$ cat config.mk
export PLATFORM = sky130hd
export DESIGN_NAME = regfile_dump
export DESIGN_NICKNAME = d
export VERILOG_FILES = /design/src/rtl/regfile_dump.sv
export SDC_FILE = /design/constraint.sdc
export NUM_CORES = 1
export LEC_CHECK = 0
export BUFFER_PORTS_ARGS = -buffer_cell sky130_fd_sc_hd__buf_2
export CAP_MARGIN = 5
export CORE_ASPECT_RATIO = 1.4
export CORE_MARGIN = 2
export CORE_UTILIZATION = 45
export DETAILED_ROUTE_END_ITERATION = 10
export PLACE_DENSITY = 0.76
export SETUP_SLACK_MARGIN = 0.2
export SLEW_MARGIN = 20
export SYNTH_ARGS = -nofsm -noshare
export SYNTH_HDL_FRONTEND = slang
export SYNTH_SLANG_ARGS = --single-unit
export TNS_END_PERCENT = 20
$ cat constraint.sdc
create_clock -name CLK -period 1.7 [get_ports CLK]
set_input_delay 0.255 -clock CLK [delete_from_list [all_inputs] [get_ports CLK]]
set_output_delay 0.255 -clock CLK [all_outputs]
set_load 0.01 [all_outputs]
$ cat src/rtl/regfile_dump.sv
// +----------------------------------------------------------------------------+
// | Module   : regfile_dump                                                    |
// | Purpose  : Sequences the register-file read port over R0..NUM_REGS-1 and   |
// |            streams each value as a tagged word over valid/ready.           |
// |            Optional checksum word: define REGFILE_DUMP_CHECKSUM_EN.        |
// | Revision : 1.0 - initial release                                           |
// +----------------------------------------------------------------------------+
`default_nettype none

module regfile_dump #(
  parameter int DATA_W   = 16,
  parameter int NUM_REGS = 8,
  parameter int ADDR_W   = 3
) (
  input  logic              CLK,
  input  logic              Reset,
  input  logic              Start,
  output logic [ADDR_W-1:0] SR,
  input  logic [DATA_W-1:0] SR_DATA,
  output logic [DATA_W-1:0] Out_Data,
  output logic [ADDR_W-1:0] Out_Idx,
  output logic              Out_Valid,
  input  logic              Out_Ready,
  output logic              Out_Last,
  output logic              Busy,
  output logic              Done
);

  typedef enum logic [2:0] {
    S_IDLE = 3'd0,
    S_ADDR = 3'd1,
    S_SEND = 3'd2,
`ifdef REGFILE_DUMP_CHECKSUM_EN
    S_CSUM = 3'd3,
`endif
    S_DONE = 3'd4
  } state_t;

  localparam logic [ADDR_W-1:0] C_LAST_IDX = ADDR_W'(NUM_REGS - 1);

  state_t            r_state;
  logic [ADDR_W-1:0] r_idx;
  logic              w_hs;

`ifdef REGFILE_DUMP_CHECKSUM_EN
  logic [DATA_W-1:0] r_csum;
`endif

  // The read select simply follows the walk index; it is only consumed in ADDR.
  assign SR   = r_idx;
  assign w_hs = Out_Valid & Out_Ready;

  always_ff @(posedge CLK) begin
    if (!Reset) begin
      r_state   <= S_IDLE;
      r_idx     <= '0;
      Out_Data  <= '0;
      Out_Idx   <= '0;
      Out_Valid <= 1'b0;
      Out_Last  <= 1'b0;
      Busy      <= 1'b0;
      Done      <= 1'b0;
`ifdef REGFILE_DUMP_CHECKSUM_EN
      r_csum    <= '0;
`endif
    end else begin
      Done <= 1'b0;
      case (r_state)
        S_IDLE: begin
          if (Start) begin
            r_idx   <= '0;
            Busy    <= 1'b1;
            r_state <= S_ADDR;
`ifdef REGFILE_DUMP_CHECKSUM_EN
            r_csum  <= '0;
`endif
          end
        end

        S_ADDR: begin
          Out_Data  <= SR_DATA;
          Out_Idx   <= r_idx;
          Out_Valid <= 1'b1;
`ifdef REGFILE_DUMP_CHECKSUM_EN
          Out_Last  <= 1'b0;
          r_csum    <= r_csum + SR_DATA;
`else
          Out_Last  <= (r_idx == C_LAST_IDX);
`endif
          r_state   <= S_SEND;
        end

        S_SEND: begin
          if (w_hs) begin
            if (r_idx == C_LAST_IDX) begin
`ifdef REGFILE_DUMP_CHECKSUM_EN
              // Valid stays high: the checksum word follows with no bubble.
              Out_Data  <= r_csum;
              Out_Idx   <= '0;
              Out_Last  <= 1'b1;
              r_state   <= S_CSUM;
`else
              Out_Valid <= 1'b0;
              Out_Last  <= 1'b0;
              Done      <= 1'b1;
              r_state   <= S_DONE;
`endif
            end else begin
              Out_Valid <= 1'b0;
              Out_Last  <= 1'b0;
              r_idx     <= r_idx + 1'b1;
              r_state   <= S_ADDR;
            end
          end
        end

`ifdef REGFILE_DUMP_CHECKSUM_EN
        S_CSUM: begin
          if (w_hs) begin
            Out_Valid <= 1'b0;
            Out_Last  <= 1'b0;
            Done      <= 1'b1;
            r_state   <= S_DONE;
          end
        end
`endif

        S_DONE: begin
          Busy    <= 1'b0;
          r_state <= S_IDLE;
        end

        default: begin
          r_state <= S_IDLE;
        end
      endcase
    end
  end

endmodule

`default_nettype wire

==> flow_metrics.tcl, run 1 <==
set metrics [dict create \
    status "completed" \
    drtIter0Drc 7 \
    r2r-end "SR[0]" \
    startpoint_type "register" \
    coreArea_mm2 0.002202 \
    grt_use_total_pct 20.31 \
    final_hold_viol_count 0 \
    nets 199 \
    slew_headroom_pct 69.94 \
    r2r_setup_slack_ps 180 \
    reg2reg_from "SR[1]" \
    yosysSeqAreaShare_pct 54.21 \
    grt_pass1_vias 962 \
    ir_drop_uv 745.4 \
    area_growth_pct 34.11 \
    period_share_pct 89.52 \
    worstSetupPathType "register to register" \
    layout.cell_area.non_filler_mm2 0.001436 \
    dr_total_vias 1026 \
    hpwl_um 1770 \
    ant_nets 0 \
    clkLatencyLatePin_ps 320 \
    max_clock_freq_mhz 657.1 \
    start_util_pct 48.64 \
    p_leak_nw 0.6494 \
    skew_ps 3.121 \
    rsz0062_at_grt "true" \
    dieArea_mm2 0.002792 \
    fillers 199 \
    ys.warnings.count 0 \
    cp-end-kind "register" \
    finalCriticalPeriod_ps 1522 \
    grt-ovfl-total 0 \
    synth_fp_nets 150 \
    port_buffers 45 \
    die_h_um 61.73 \
    drive_above_1_share_pct 37.08 \
    tns_ps 0 \
    drv_slew 0 \
    critPathLaunch "SR[1]" \
    cts_max_path_buffers 2 \
    max-cap-violations 0 \
    hold_buffers 0 \
    path_cells "ha_1 -> ha_2 -> nand2b_4 -> a221oi_4 -> mux2i_1" \
    p_per_area_mw_per_mm2 1029 \
    total_power_mw 1.477 \
    antenna_found_initial 0 \
    cts_buffers 5 \
    die_w_um 45.23 \
    avgSynthCellArea_um2 8.367 \
    dr.pass1.iters 4 \
    h-tree-depth 2 \
    finalSetupViolations 0 \
    crit_fanout 4 \
    hold_start "SR_DATA[15]" \
    critPathSlowestCell "dfxtp_1" \
    final_util_pct 65.23 \
    hp-class "input port to register" \
    grt_max_degree 23 \
    clk_pin_slew_worst_paths_ps 90 \
    drt-total-wl_um 2463 \
    placed_cell_area_mm2 0.001324 \
    viasPerCell 5.130 \
    reg2reg_depth 5 \
    synthCells 128 \
    syn_area_mm2 0.001071 \
    required_ps 1950 \
    hold_path_end "Out_Data[15]" \
    cts_root_buf "clkbuf_4" \
    worstMarginPinSlew_ps 450.4 \
    antenna_cells 0 \
    cts_sinks 29 \
    cpPeakStageDelay_ps 350 \
    grt_pass1_wl_um 3988 \
    drc 0 \
    worstPathArrival_ps 1780 \
    wl_per_cell_um 12.32 \
    cts_tree "yes" \
    min_path_cells 3 \
    ios 46 \
    synth-seq-cells 29 \
    place_congestion 0.8190 \
    synth_cell_type_count 23 \
    rows 20 \
]
-- cells by family (layout without fill, tap and decap cells) --
family	after synthesis	count (layout)	share of synthesized area (%)
multiplexers	1	1	0.9346
AO/OA/AOI/OAI	29	29	15.19
AND/OR/NAND/NOR	59	59	24.30
flip-flops	29	29	54.21
buffers and inverters	8	58	3.037
adder cells (fa/ha/maj)	2	2	2.336
-- layer usage --
layer	vias to the layer above	track usage (%)	routed length (um)
met2	34	35.71	1276
met1	461	20.91	956
met5	-	0	0
li1	524	-	-
met3	7	7.803	172
met4	0	9.664	57
-- stage by stage --
step	cells	setup WS (ps)	hold WS, ps
floorplan	128	216.8	391.0
global placement	191	209.0	438.2
detailed placement	191	100.0	443.9
CTS	200	181.9	145.6
global route	200	109.1	149.8
finish	200	178.1	158.4
-- synth_stat cells --
cell type	instances	area [um^2]
a211oi_1	1	7.510
a21oi_1	23	115.1
a221oi_2	1	15.01
and2_1	1	6.260
buf_2	2	10.01
clkbuf_1	5	18.77
dfxtp_1	29	580.6
ha_1	2	25.02
inv_1	1	3.750
mux2i_1	1	10.01
nand2_1	46	172.7
nand2b_1	3	18.77
nand3b_1	1	7.510
nor2_1	1	3.750
nor3_1	2	10.01
nor3b_1	1	7.510
o211ai_1	1	7.510
o21ai_0	1	5.000
o22ai_1	2	12.51
or2_1	1	6.260
or3b_1	1	8.760
or3b_2	1	8.760
or4b_1	1	10.01
-- worst max-delay path by stage --
stage / end / cells past startpoint
2_1_floorplan: SR[1] / 4
3_3_place_gp: SR[1] / 4
3_5_place_dp: SR[1] / 4
4_1_cts: SR[2] / 4
5_1_grt: SR[0] / 5
6_report: SR[0] / 5
-- flip-flops by register name, indices dropped and copies added, names as in the netlist --
name	flops
Out_Valid	1
Done	1
Out_Last	1
r_state	3
Busy	1
SR	3
Out_Data	16
Out_Idx	3
-- what timing repair did --
item	CTS	global route
pin swaps	2	0
setup endpoints to repair	4	7
gates resized for setup	6	1
buffers inserted	1	0
cloned	0	0
hold endpoints to repair	0	0
-- layout make-up --
class	count	area (um^2)	share of cell area (%)
Sequential cell	29	583.1	40.59
Multi-Input combinational cell	91	496.7	34.58
Timing Repair Buffer	49	255.2	17.77
Clock buffer	7	65.06	4.530
Tap cell	22	27.53	1.916
Clock inverter	1	5.005	0.3484
Inverter	1	3.754	0.2613
-- worst max-delay path: cells and delay by family, from the launching register on --
family / cells / cell delay (ps)
adders and majority gates: 2 / 380
muxes: 1 / 220
AOI/OAI and AO/OA: 1 / 350
and+or+nand+nor: 1 / 150
DFF: 1 / 350
-- cell usage in the layout, fill, tap and decap left out, types with 2 or more instances in the layout --
| cell | synthesis | layout |
|---|---|---|
| buf_4 | 0 | 4 |
| dfxtp_1 | 29 | 27 |
| buf_2 | 2 | 45 |
| clkbuf_8 | 0 | 2 |
| clkbuf_4 | 0 | 5 |
| nand2_1 | 46 | 46 |
| a21oi_1 | 23 | 23 |
| nand2b_1 | 3 | 2 |
| nor3_1 | 2 | 2 |
| dfxtp_2 | 0 | 2 |
-- report_power, final --
group / internal, mW / leakage (nW) / total, mW / switching (mW)
combinational: 0.110 / 0.371 / 0.250 / 0.140
sequential: 0.724 / 0.237 / 0.754 / 0.0304
clock: 0.239 / 0.0413 / 0.473 / 0.234
Power figures use the tool's default switching activity.
==> run 2: changes to the inputs <==
- SETUP_SLACK_MARGIN: 0.2 -> unset
==> flow_metrics.tcl, run 2 (same netlist as run 1, synthesis figures left out) <==
set metrics [dict create \
    tns_ps 0 \
    largest_reg_flops 16 \
    most-common-layout-cells "nand2_1 (46), buf_2 (45), dfxtp_1 (29)" \
    port_buffers 45 \
    worstPathArrival_ps 1850 \
    critPathSlowestCell "a221oi_2" \
    viasPerCell 5.167 \
    grt_use_total_pct 19.34 \
    rsz0062_at_grt "false" \
    grt_max_degree 23 \
    r2r_setup_slack_ps 110 \
    drtIter0Drc 28 \
    drc 0 \
    hp-class "input port to register" \
    cts_setup_buffers 0 \
    clk_pin_slew_worst_paths_ps 90 \
    grt_pass1_wl_um 3739 \
    final_common_cell "nand2_1" \
    ant_nets 0 \
    placed_cell_area_mm2 0.001315 \
    area_growth_pct 27.34 \
    nets 197 \
    status "completed" \
    dr.pass1.iters 4 \
    dieArea_mm2 0.002792 \
    crit_top_cell "ha_1" \
    place_congestion 0.7728 \
    finalSetupViolations 0 \
    cts_max_path_buffers 2 \
    max_clock_freq_mhz 627.1 \
    required_ps 1960 \
    p_per_area_mw_per_mm2 999.5 \
    die_h_um 61.73 \
    p_leak_nw 0.6171 \
    layout.cell_area.non_filler_mm2 0.001364 \
    cts_sinks 29 \
    worstMarginPinSlew_ps 436.2 \
    crit_fanout 5 \
    ios 46 \
    cts_root_buf "clkbuf_4" \
    ir_drop_uv 607.6 \
    clkLatencyLatePin_ps 320 \
    hold_buffers 0 \
    cpPeakStageDelay_ps 360 \
    max-cap-violations 0 \
    slew_headroom_pct 70.92 \
    drv_slew 0 \
    period_share_pct 93.80 \
    cts_tree "yes" \
    wl_per_cell_um 12.16 \
    rows 20 \
    finalCriticalPeriod_ps 1595 \
    grt_pass1_vias 909 \
    antenna_cells 0 \
    grt-ovfl-total 0 \
    start_util_pct 48.64 \
    top_register "Out_Data" \
    drive_above_1_share_pct 31.25 \
    worstSetupPathType "register to register" \
    startpoint_type "register" \
    die_w_um 45.23 \
    cts_buffers 5 \
    final_hold_viol_count 0 \
    cp-end-kind "register" \
    dr_total_vias 1023 \
    path_cells "ha_1 -> ha_1 -> nand2b_1 -> a221oi_2 -> mux2i_1" \
    cts_resized 0 \
    antenna_found_initial 0 \
    skew_ps 10.20 \
    coreArea_mm2 0.002202 \
    drt-total-wl_um 2407 \
    h-tree-depth 2 \
]
-- run 2: cell types whose count changed in the layout (fill, tap and decap cells not counted), sizes merged --
cell,delta
buf,-2
clkbuf,+1
clkinv,-1
-- run 2: metal layers --
| metal | wire length (um) | global-route usage (%) |
|---|---|---|
| met5 | 0 | 0 |
| met4 | 68 | 13.03 |
| met3 | 147 | 6.358 |
| met2 | 1206 | 33.47 |
| met1 | 984 | 19.42 |
-- run 2: area by class of cell --
type,instances,area (um^2)
Fill cell,211,838.3
Sequential cell,29,580.6
Multi-Input combinational cell,91,462.9
Timing Repair Buffer,47,240.2
Clock buffer,8,48.80
Tap cell,22,27.53
Inverter,1,3.754
-- run 2: worst paths after layout --
check                    from          end  cells after the start
setup / recovery        SR[0]        SR[0]                      5
hold / removal     SR_DATA[2]  Out_Data[2]                      3
setup reg to reg        SR[0]        SR[0]                      5
hold reg to reg   Out_Data[1]  Out_Data[1]                      2
-- run 2: report_power, final --
group          total, mW  switching, mW  leakage (nW)  internal, mW
registers          0.752         0.0297         0.236         0.723
logic              0.226          0.132         0.355        0.0945
clock network      0.384          0.220        0.0265         0.165
-- run 2: worst max-delay path: cells and delay by family (launching register included) --
| kind | cells | cell delay [ps] |
|---|---|---|
| mux | 1 | 220 |
| flops | 1 | 350 |
| compound gates | 1 | 360 |
| fa+ha+maj | 2 | 430 |
| simple gates | 1 | 170 |
-- run 2: per-stage QoR --
stage,setup slack (ps),util [%],power (mW),hold slack [ps],instances
2_1_floorplan,192.8,-,0.9078,391.0,128
3_5_place_dp,116.0,59.72,0.9965,448.5,190
3_3_place_gp,201.8,59.72,0.9874,440.6,190
5_1_grt,48.47,61.93,1.447,151.3,198
4_1_cts,99.15,61.93,1.380,157.0,198
6_report,105.3,61.93,1.363,165.9,198
==> run 3: changes to the inputs <==
- ABC_AREA: unset -> 1
- BUFFER_PORTS_ARGS: -buffer_cell sky130_fd_sc_hd__buf_2 -> -buffer_cell sky130_fd_sc_hd__buf_4
- CORE_UTILIZATION: 45 -> 46
- PLACE_DENSITY: 0.76 -> 0.77
==> flow_metrics.tcl, run 3 <==
set metrics [dict create \
    status "completed" \
    grt_max_degree 23 \
    period_share_pct 79.41 \
    final_common_cell "buf_4" \
    yosysSeqAreaShare_pct 52.67 \
    max-cap-violations 0 \
    async_reset_ff_share_pct 0 \
    die_w_um 45.37 \
    rsz0062_at_grt "false" \
    p_leak_nw 0.6932 \
    avgSynthCellArea_um2 7.874 \
    finalCriticalPeriod_ps 1350 \
    synth_enable_flop_cells 0 \
    coreArea_mm2 0.002338 \
    cts_root_buf "clkbuf_4" \
    synthCells 140 \
    area_growth_pct 35.07 \
    place_congestion 0.8019 \
    p_per_area_mw_per_mm2 1060 \
    hold_buffers 0 \
    startpoint_type "register" \
    slew_headroom_pct 76.98 \
    critPathLaunch "SR[0]" \
    grt_use_total_pct 17.94 \
    hold_start "SR_DATA[7]" \
    hpwl_um 1836 \
    fillers 204 \
    ios 46 \
    cts_sinks 29 \
    skew_ps 5.255 \
    largest_reg_flops 16 \
    h-tree-depth 2 \
    reg2reg_from "SR[0]" \
    cts_tree "yes" \
    cp-end-kind "register" \
    drv_slew 0 \
    drt-total-wl_um 2406 \
    finalSetupViolations 0 \
    clk_pin_slew_worst_paths_ps 80 \
    grt_pass1_vias 920 \
    cts_setup_buffers 0 \
    antenna_cells 0 \
    wl_per_cell_um 11.35 \
    drc 0 \
    top_register "Out_Data" \
    crit_fanout 7 \
    viasPerCell 4.976 \
    start_util_pct 47.14 \
    dr_total_vias 1055 \
    die_h_um 61.92 \
    clkLatencyLatePin_ps 310 \
    rows 21 \
    dieArea_mm2 0.002809 \
    ir_drop_uv 819.9 \
    worstSetupPathType "register to register" \
    cts_buffers 5 \
    synthFlopType "dfxtp_1" \
    grt-ovfl-total 0 \
    worstMarginPinSlew_ps 344.8 \
    final_hold_viol_count 0 \
    synthMostInstantiatedCell "nand2_1" \
    grt_pass1_wl_um 3636 \
    ant_nets 0 \
    yosys-top-cells-area "dfxtp_1 (53%), nand2_1 (15%), a21oi_1 (10%)" \
    dp_cells 204 \
    syn_area_mm2 0.001102 \
    synth_fp_nets 162 \
    cts_resized 0 \
    synth_common_cells "nand2_1 (45), dfxtp_1 (29), a21oi_1 (22)" \
    ys.warnings.count 0 \
    port_buffers 45 \
    dr.pass1.iters 4 \
    drtIter0Drc 25 \
    final_util_pct 63.67 \
    total_power_mw 1.578 \
    tns_ps 0 \
    worstPathArrival_ps 1560 \
    synth_top_area_share_pct 52.67 \
    required_ps 1910 \
    max_clock_freq_mhz 740.7 \
    synth_cell_type_count 18 \
    antenna_found_initial 0 \
    yosysTopAreaCell "dfxtp_1" \
    synth-seq-cells 29 \
    most-common-layout-cells "buf_4 (48), nand2_1 (45), dfxtp_1 (29)" \
    final_cells 212 \
    hp-class "input port to register" \
    drive_above_1_share_pct 30.69 \
    nets 210 \
    cts_max_path_buffers 2 \
]
==> run 3: worst paths after layout <==
| check | endpoint | slack (ps) | cells past startpoint |
|---|---|---|---|
| max | SR[2] | 350 | 8 |
| min | Out_Data[7] | 190 | 3 |
| max reg2reg | SR[2] | 350 | 8 |
| min reg2reg | Out_Data[6] | 470 | 2 |
==> run 3: logic make-up after synthesis <==
kind of cell / share of synthesized area (%)
compound gates: 12.49
fa+ha+maj: 2.270
buf+inv: 8.059
flops: 52.67
simple gates: 24.52
==> run 3: through the flow <==
step | cell area [um^2] | worst slack [ps] | hold WS, ps
final | 1489 | 350.0 | 194.9
after CTS | 1489 | 358.6 | 180.6
after global placement | 1440 | 448.7 | 453.1
after global routing | 1489 | 247.7 | 185.8
after detailed placement | 1440 | 371.6 | 458.7
after floorplan | 1102 | 443.1 | 397.7
==> run 3: critical path, cell delays in order (launching register included) <==
cell and delay, ps:
dfxtp_1 350, ha_1 210, ha_1 190, nand2_1 70, nand2_1 50, inv_1 60
nand3_2 140, nor2_1 130, nor2_1 60
==> run 3: cell type report <==
class                      instances  area [um^2]  area share, %
clock buffer                       8        48.80          3.277
inverter                          10        37.54          2.521
multi-input combinational         94        432.9          29.08
sequential                        29        580.6          38.99
tap                               23        28.78          1.933
timing repair buffer              48        360.3          24.20
==> run 3: power by group <==
part	leakage (nW)	switching (mW)	total (mW)	internal (mW)
logic	0.429	0.217	0.400	0.184
registers	0.237	0.0523	0.805	0.753
clock network	0.0265	0.208	0.373	0.165
==> run 3: layer usage <==
| layer | track usage, % | part of all wire [%] | up-vias |
|---|---|---|---|
| li1 | - | - | 541 |
| met1 | 19.13 | 39 | 474 |
| met2 | 31.84 | 53 | 36 |
| met3 | 4.335 | 6.2 | 4 |
| met4 | 10.08 | 1.2 | 0 |
| met5 | 0 | 0 | - |
